==> src/rtl/cordic_iter.sv <==
// Iterative CORDIC engine: rotation mode (sin/cos, vector rotate) and vectoring mode
// (magnitude/atan2) with quadrant pre-rotation and valid/ready handshakes.
module cordic_iter #(
    parameter int INTEGER_WIDTH        = 4,
    parameter int FRACTIONAL_WIDTH     = 20,
    parameter int CORDIC_DATA_WIDTH    = INTEGER_WIDTH + FRACTIONAL_WIDTH,
    parameter int ITERATIONS           = 16,
    parameter int CORDIC_COUNTER_WIDTH = 5
) (
    input  logic                                clk,
    input  logic                                rst,
    input  logic                                clk_en,
    input  logic                                in_valid,
    output logic                                in_ready,
    input  logic                                mode,
    input  logic signed [CORDIC_DATA_WIDTH-1:0] x_in,
    input  logic signed [CORDIC_DATA_WIDTH-1:0] y_in,
    input  logic signed [CORDIC_DATA_WIDTH-1:0] z_in,
    output logic                                out_valid,
    input  logic                                out_ready,
    output logic signed [CORDIC_DATA_WIDTH-1:0] x_out,
    output logic signed [CORDIC_DATA_WIDTH-1:0] y_out,
    output logic signed [CORDIC_DATA_WIDTH-1:0] z_out,
    output logic                                busy
);

    localparam int W         = CORDIC_DATA_WIDTH;
    localparam int CW        = CORDIC_COUNTER_WIDTH;
    localparam int ROM_DEPTH = 2 ** CW;
    localparam int PREC      = 64;

    localparam logic [1:0] ST_IDLE    = 2'd0;
    localparam logic [1:0] ST_ITERATE = 2'd1;
    localparam logic [1:0] ST_DONE    = 2'd2;

    localparam logic [CW-1:0] LAST = CW'(ITERATIONS - 1);

    // atan(1/n) in Q(PREC) from its alternating Taylor series, evaluated at elaboration.
    function automatic logic [127:0] atan_recip_q(input logic [127:0] n);
        logic [127:0] one;
        logic [127:0] acc;
        logic [127:0] pw;
        logic         neg;
        one = 128'd1 << PREC;
        acc = '0;
        pw  = n;
        neg = 1'b0;
        for (int k = 0; k < 40; k++) begin
            if (pw <= one) begin
                if (neg) acc = acc - one / (pw * 128'(2 * k + 1));
                else     acc = acc + one / (pw * 128'(2 * k + 1));
                pw  = pw * n * n;
                neg = ~neg;
            end
        end
        return acc;
    endfunction

    // Past i=21 the cubic term is below one Q64 LSB, so atan(2^-i) is just 2^-i.
    function automatic logic [127:0] atan_q(input int i);
        if (i == 0)         return atan_recip_q(128'd2) + atan_recip_q(128'd3);
        else if (i < 22)    return atan_recip_q(128'd1 << i);
        else if (i < PREC)  return 128'd1 << (PREC - i);
        else                return '0;
    endfunction

    function automatic logic [W-1:0] to_fixed(input logic [127:0] q);
        return W'((q + (128'd1 << (PREC - FRACTIONAL_WIDTH - 1))) >> (PREC - FRACTIONAL_WIDTH));
    endfunction

    localparam logic signed [W-1:0] HALF_PI = to_fixed(atan_q(0) << 1);

    logic signed [W-1:0] atan_rom [ROM_DEPTH];

    for (genvar g = 0; g < ROM_DEPTH; g++) begin : g_atan
        localparam logic [W-1:0] ENTRY = (g < ITERATIONS) ? to_fixed(atan_q(g)) : '0;
        assign atan_rom[g] = ENTRY;
    end

    logic [1:0]          state;
    logic [CW-1:0]       cnt;
    logic                mode_q;
    logic signed [W-1:0] x_r;
    logic signed [W-1:0] y_r;
    logic signed [W-1:0] z_r;

    logic signed [W-1:0] pre_x;
    logic signed [W-1:0] pre_y;
    logic signed [W-1:0] pre_z;
    logic                dir_pos;
    logic signed [W-1:0] x_sh;
    logic signed [W-1:0] y_sh;
    logic signed [W-1:0] x_next;
    logic signed [W-1:0] y_next;
    logic signed [W-1:0] z_next;

    assign in_ready = !rst && clk_en && (state == ST_IDLE);
    assign busy     = !rst && (state != ST_IDLE);

    // Fold the operand into the right half-plane so the micro-rotations can converge.
    always_comb begin
        pre_x = x_in;
        pre_y = y_in;
        pre_z = z_in;
        if (!mode) begin
            if (z_in > HALF_PI) begin
                pre_x = -y_in;
                pre_y = x_in;
                pre_z = z_in - HALF_PI;
            end else if (z_in < -HALF_PI) begin
                pre_x = y_in;
                pre_y = -x_in;
                pre_z = z_in + HALF_PI;
            end
        end else if (x_in[W-1]) begin
            if (!y_in[W-1]) begin
                pre_x = y_in;
                pre_y = -x_in;
                pre_z = z_in + HALF_PI;
            end else begin
                pre_x = -y_in;
                pre_y = x_in;
                pre_z = z_in - HALF_PI;
            end
        end
    end

    assign dir_pos = mode_q ? y_r[W-1] : ~z_r[W-1];
    assign x_sh    = x_r >>> cnt;
    assign y_sh    = y_r >>> cnt;
    assign x_next  = dir_pos ? x_r - y_sh : x_r + y_sh;
    assign y_next  = dir_pos ? y_r + x_sh : y_r - x_sh;
    assign z_next  = dir_pos ? z_r - atan_rom[cnt] : z_r + atan_rom[cnt];

    always_ff @(posedge clk) begin
        if (rst) begin
            state     <= ST_IDLE;
            cnt       <= '0;
            mode_q    <= 1'b0;
            x_r       <= '0;
            y_r       <= '0;
            z_r       <= '0;
            out_valid <= 1'b0;
            x_out     <= '0;
            y_out     <= '0;
            z_out     <= '0;
        end else if (clk_en) begin
            case (state)
                ST_IDLE: begin
                    if (in_valid) begin
                        mode_q <= mode;
                        x_r    <= pre_x;
                        y_r    <= pre_y;
                        z_r    <= pre_z;
                        cnt    <= '0;
                        state  <= ST_ITERATE;
                    end
                end
                ST_ITERATE: begin
                    x_r <= x_next;
                    y_r <= y_next;
                    z_r <= z_next;
                    cnt <= cnt + 1'b1;
                    if (cnt == LAST) begin
                        x_out     <= x_next;
                        y_out     <= y_next;
                        z_out     <= z_next;
                        out_valid <= 1'b1;
                        state     <= ST_DONE;
                    end
                end
                ST_DONE: begin
                    if (out_ready) begin
                        out_valid <= 1'b0;
                        state     <= ST_IDLE;
                    end
                end
                default: state <= ST_IDLE;
            endcase
        end
    end

endmodule

==> config.mk <==
export PLATFORM = sky130hd
export DESIGN_NAME = cordic_iter
export DESIGN_NICKNAME = d
export VERILOG_FILES = /design/src/rtl/cordic_iter.sv
export SDC_FILE = /design/constraint.sdc
export NUM_CORES = 1
export LEC_CHECK = 0
export BUFFER_PORTS_ARGS = -buffer_cell sky130_fd_sc_hd__buf_2
export CAP_MARGIN = 0
export CORE_MARGIN = 3
export CORE_UTILIZATION = 35
export DETAILED_ROUTE_END_ITERATION = 10
export PLACE_DENSITY = 0.49
export REMOVE_ABC_BUFFERS = 1
export SETUP_SLACK_MARGIN = 0.1
export SYNTH_ARGS = -nofsm -noshare
export SYNTH_HDL_FRONTEND = slang
export SYNTH_SLANG_ARGS = --single-unit
export TNS_END_PERCENT = 30
==> constraint.sdc <==
create_clock -name clk -period 5.8 [get_ports clk]
set_input_delay 1.16 -clock clk [delete_from_list [all_inputs] [get_ports clk]]
set_output_delay 1.16 -clock clk [all_outputs]
set_load 0.1 [all_outputs]
* After elaboration in Yosys (flattened, before gate mapping)
Memory sizes are Yosys's and may differ from the RTL's.
Cells that the tools add are included.
** Operators by class
- $add $sub $neg :: 11
- Magnitude comparators :: 3
- Equal/unequal tests :: 6
- Shifts and indexed selects :: 2
- Muxes and demuxes :: 36
- Bitwise operators :: 2
- Reduce and logical (&&, ||, !) cells :: 13
** Operators with widths (count)
- $mux 24 :: 23
- $pmux 24 s2 :: 3
- $add 24x24->24 :: 3
- $sub 24x24->24 :: 3
- $neg 24->24 :: 2
- $sshr 24x5->24 :: 2
- $add 24x22->24 const B :: 1
- $gt 24x22->1 const B :: 1
- $lt 24x22->1 const B :: 1
- $sub 24x22->24 const B :: 1
- $pmux 5 s2 :: 1
- $reduce_and 3->1 :: 3
- $reduce_and 4->1 :: 2
- $ge 6x6->1 const B :: 1
- $mux 2 :: 3
- $ne 2x2->1 const B :: 3
- $not 5->6 :: 1
- $pmux 2 s3 :: 1
- $reduce_bool 2->1 :: 3
- $add 5x1->5 const B :: 1
- $eq 5x4->1 const B :: 1
- $mux 5 :: 1
- $logic_and 1x1->1 :: 3
- $mux 1 :: 3
- 6 further kinds :: 6
** Word-level totals
- Register bits after elaboration :: 153
- ROM bits :: 768
- Output and inout port bits :: 75
- Logic and storage cells :: 84
- Memories kept :: 1
** Memories
- (name not given) :: words 32, bits a word 24, rd ports 1, clocked after Yosys merged registers in 0, wr ports 0, RTL line 133 : assign z_next = dir_pos ? z_r - atan_rom[cnt] : z_r + atan_rom[cnt];

* Depth between registers and ports, before layout
- Depth in word-level cells :: 7
- Gate-level depth with buffers :: 24
- Gate-level depth less buffers :: 20

* Least setup slack after synthesis
No wires, ideal clock.
- Kind :: reg2reg
- Start point :: register cnt[1]
- End point :: register z_r[22]
- Setup time :: 133 ps
- Data arrival time :: 5074 ps
- Setup slack :: 593 ps
- Cell stages (with the launch flop) :: 23
- Path buffers :: 4
- Cell sequence :: dfxtp_1 -> buf_6 -> buf_2 -> buf_4 -> buf_2 -> inv_1 -> ha_1 -> mux2_2 -> a22oi_1 -> a31oi_1 -> or3_1 -> a21oi_1 -> a31oi_1 -> xor2_1 -> ha_1 -> a21o_1 -> a21o_1 -> a21o_1 -> o21ba_2 -> o31a_1 -> o21a_1 -> nor3b_1 -> o221ai_1
** Between the ends
- Word-level cells in the longest chain between the ends :: 7
- Elaborated cells on any way between the ends :: 8
- Classes of those cells :: add/sub: 2; mux: 4; bitwise: 1; memory: 1
** RTL lines
- from (decl) :: RTL line 81 : logic [CW-1:0] cnt;
- from (signal assigned) :: RTL line 163 : cnt <= cnt + 1'b1;
- $not 5->6 (not written as such) (*) :: RTL line 133
- $mem_v2 32x24 (*)
- $mux 24 (not written as such) (*) (2 in series) :: RTL line 133
- $add 24x24->24 or $sub 24x24->24 (tied branches) :: RTL line 133
- $mux 24 (*) :: RTL line 133
- $pmux 24 s2 (*) :: RTL line 148 : case (state)
- to (signal assigned) :: RTL line 154 : z_r <= pre_z;
- to (signal assigned) :: RTL line 162 : z_r <= z_next;
- to (decl) :: RTL line 85 : logic signed [W-1:0] z_r;
Every way passes the cells marked *; elsewhere a longest branch is shown, timed or not. The select of a mux whose other input is x is not followed.
A chain may end at the register's enable or synchronous reset.

* Worst setup path after layout
- Start point :: register cnt[1]
- End point :: register y_r[20]
** Between the ends
- Word-level cells in the longest chain between the ends :: 4
- Elaborated cells on any way between the ends :: 5
- Classes of those cells :: add/sub: 2; shift: 1; mux: 2
** RTL lines
- $sshr 24x5->24 (*) :: RTL line 129 : assign x_sh = x_r >>> cnt;
- $sub 24x24->24 or $add 24x24->24 (tied branches) :: RTL line 132 : assign y_next = dir_pos ? y_r + x_sh : y_r - x_sh;
- $mux 24 (*) :: RTL line 132
- $pmux 24 s2 (*) :: RTL line 148
- to (signal assigned) :: RTL line 153 : y_r <= pre_y;
- to (signal assigned) :: RTL line 161 : y_r <= y_next;
- to (decl) :: RTL line 84 : logic signed [W-1:0] y_r;
Every way passes the cells marked *; elsewhere a longest branch is shown, timed or not.

==> metrics.md <==
| Metric | Value |
|---|---|
| Initial Utilization | `0.3574` |
| Critical path, cell by cell | `buf_12 > mux4_2 > a222oi_1 > buf_4 > a21oi_1 > or2_2 > inv_1 > ha_1 > and3_1 > nand2_1 > or3_1 > nand2_1 > xnor2_1 > ha_1 > a21o_1 > a21oi_1 > nand2_1 > a31oi_2 > nor3_1 > or4_1 > a31oi_1 > o21ai_0` |
| Hold WS | `0.4507 ns` |
| Final Skew | `0.01371 ns` |
| Design Area, Final | `21,410 µm²` |
| Max-cap violation count | `0` |
| Syn Inst Count | `2,638` |
| Setup crit start kind | `register` |
| Async SR Flop Fraction | `0` |
| Mapped cell area | `18,970 µm²` |
| Most frequent cells in the layout | `nand2_1 (305), nor2_1 (251), a21oi_1 (247)` |
| Post-synthesis sequential area ratio | `0.1615` |
| Syn avg cell area | `7.191 µm²` |
| Die X | `238.8 µm` |
| CTS Sinks | `153` |
| Routability cong. | `0.9933` |
| DRT iter0 DRCs | `2,085` |
| DR pass1 iterations | `6` |
| Relative slew margins | `0.2880` |
| Post-synth top flop | `dfxtp_1` |
| Most common cell after layout, fill and taps aside | `nand2_1` |
| Routed length per instance | `24.35 µm` |
| Total track usage | `0.2851` |
| Share of cells above drive strength 1 | `0.1660` |
| Vias | `21,316` |
| First-pass GRT wire length | `124.6 mm` |
| Fin. max-slew vios | `0` |
| Die Ht | `238.8 µm` |
| IO Pins | `153` |
| Leakage | `8.392 nW` |
| Unrepaired setup endpoints after global routing | `yes` |
| Drt total wl | `83.10 mm` |
| Synth Warn # | `0` |
| P per Cell Area | `234.5 nW/µm²` |
| Vias in the first global route | `19,723` |
| Congestion Overflow GR | `0` |
| Layout Area Growth over Synthesis | `12.87%` |
| Pwr Total | `5.020 mW` |
| Minimum clock period | `5.552 ns` |
| Status | `finished, final reports clean` |
| Clock Path Buffers | `2` |
| Die ar. | `57,030 µm²` |
| Post-DP HPWL | `63.16 mm` |
| Yosys reg bits | `153` |
| CTS clk-pin slew, worst paths | `0.08 ns` |
| Placed Area | `20,650 µm²` |
| Crit Path Max Fanout | `31` |
| CTS H-Tree Depth | `4` |
| Largest net degree at the start of global routing | `106` |
| Fill cells | `5,574` |
| Drt drc | `0` |
| Clk root buf | `clkbuf_16` |
| Fin crit share | `0.9573` |
| CP max stage delay | `0.56 ns` |
| Final setup fails | `0` |
| Top cell family by delay on the critical path | `simple AND/OR/NAND/NOR gates` |
| Final Hold Vio Count | `0` |
| Slowest CP cell | `mux4_2` |
| Yosys cell types | `100` |
| CTS tree | `yes` |
| ANT nets after route | `0` |
| Initial antenna violation count | `2` |
| Min-Delay Path Class | `register to register` |
| Nets | `2,888` |
| Fmax achieved | `180.1 MHz` |
| Vias/cell | `6.246` |
| Critical path buffer and inverter count | `3` |
| Worst Tran Pin Value | `1.065 ns` |
| Std cell rows | `84` |
| Req. time, crit path | `6.16 ns` |
| CP arrival | `5.91 ns` |
| Most frequent cell on the critical path | `nand2_1` |
| Core Area | `53,080 µm²` |
| Critical path class | `register to register` |
| IO buf count | `152` |
| Worst skew pair latency | `0.50 ns` |
| Post-synth EDFFs | `0` |
| Peak VDD IR | `260.9 µV` |
| Number of hold buffers added after cts | `0` |
| Endpoint class of the critical path | `register` |
| Num CTS Buffers | `17` |
## state kept, by name (all words and copies together), names as in the netlist
name	flops
z_out	24
y_out	24
state	2
z_r	24
cnt	5
x_out	24
out_valid	1
x_r	24
y_r	24
mode_q	1
## kinds of logic (layout without fill, tap and decap cells)
logic type               after synthesis  count (layout)  share of synthesized area
AO/OA/AOI/OAI                        884             884                     0.3068
other                                  0               2                          0
AND/OR/NAND/NOR                      929             929                     0.2300
buffers and inverters                283             368                    0.06173
XOR/XNOR                             176             176                    0.08198
flip-flops                           153             153                     0.1615
adder cells (fa/ha/maj)              100             100                    0.06714
multiplexers                         113             113                    0.09088
## report_power, final
group          leakage (nW)  internal [mW]  switching [mW]
Combinational          6.85          0.992            1.61
Clock                 0.300          0.651           0.561
Sequential             1.25           1.10           0.108
## repair_timing
item                       4_1_cts  5_1_grt
pin swaps                        0        5
cloned                           0        0
gates resized for setup          1       22
setup buffers                    0        8
setup endpoints to repair        5       42
## layout make-up
type | count | area, µm² | area share
Multi-Input combinational cell | 2202 | 14860 | 0.6940
Sequential cell | 153 | 3074 | 0.1436
Timing Repair Buffer | 281 | 1802 | 0.08415
Tap cell | 688 | 860.8 | 0.04020
Clock buffer | 17 | 425.4 | 0.01987
Inverter | 55 | 206.4 | 0.009642
Clock inverter | 15 | 177.7 | 0.008298
Antenna cell | 2 | 5.005 | 0.0002337
## stage by stage
step | setup slack (ns) | util | cells | TNS, ns
after floorplan | -1.073 | - | 2410 | -44.65
after global placement | 0.07191 | 0.3891 | 3371 | 0
after detailed placement | 0.04271 | 0.3891 | 3371 | 0
after CTS | 0.1544 | 0.4005 | 3403 | 0
after global routing | 0.04617 | 0.4034 | 3412 | 0
final | 0.2478 | 0.4034 | 3413 | 0
## path summary, 6_finish.rpt
path / startpoint / endpoint / slack [ns] / cells past startpoint
max: cnt[1] / y_r[20] / 0.25 / 22
min: x_out[10] / x_out[10] / 0.45 / 2
max reg2reg: cnt[1] / y_r[20] / 0.25 / 22
min reg2reg: x_out[10] / x_out[10] / 0.45 / 2
## worst min-delay path, stage by stage, from the launching register on
cell,delay (ns)
dfxtp_1,0.31
nand2_1,0.05
a21oi_1,0.05
## synthesized netlist by cell type (13+ instances only)
master / number / share of area
a211o_1: 14 / 0.0065
a211oi_1: 49 / 0.019
a21o_1: 34 / 0.013
a21oi_1: 251 / 0.066
a221oi_1: 17 / 0.0078
a22oi_1: 23 / 0.0091
a311oi_1: 13 / 0.0060
a31oi_1: 49 / 0.016
and2_1: 17 / 0.0056
and3_1: 17 / 0.0056
buf_1: 28 / 0.0055
buf_2: 21 / 0.0055
clkbuf_1: 166 / 0.033
dfxtp_1: 153 / 0.16
ha_1: 97 / 0.064
inv_1: 53 / 0.010
mux2_2: 29 / 0.017
mux2i_1: 40 / 0.021
mux4_2: 36 / 0.043
nand2_1: 307 / 0.061
nand2b_1: 24 / 0.0079
nand3_1: 53 / 0.014
nand3b_1: 14 / 0.0055
nand4_1: 18 / 0.0059
nor2_1: 255 / 0.050
nor2b_1: 22 / 0.0073
nor3_1: 82 / 0.022
nor3b_1: 13 / 0.0051
nor4_1: 27 / 0.0089
o211ai_1: 44 / 0.017
o21a_1: 29 / 0.011
o21ai_0: 166 / 0.044
o221ai_1: 19 / 0.0088
o22ai_1: 30 / 0.0099
o31ai_1: 26 / 0.010
or2_2: 19 / 0.0063
or3_1: 28 / 0.0092
xnor2_1: 92 / 0.042
xor2_1: 83 / 0.038
## layer usage
layer | wire, µm | vias up | GRT usage | part of all wire
met4 | 2278 | 2 | 0.09218 | 0.027
met1 | 38660 | 10376 | 0.4061 | 0.47
li1 | - | 9935 | - | -
met2 | 35550 | 896 | 0.4281 | 0.43
met5 | 13 | - | 0 | 0.00016
met3 | 6590 | 107 | 0.06034 | 0.079
Power figures use the tool's default switching activity.
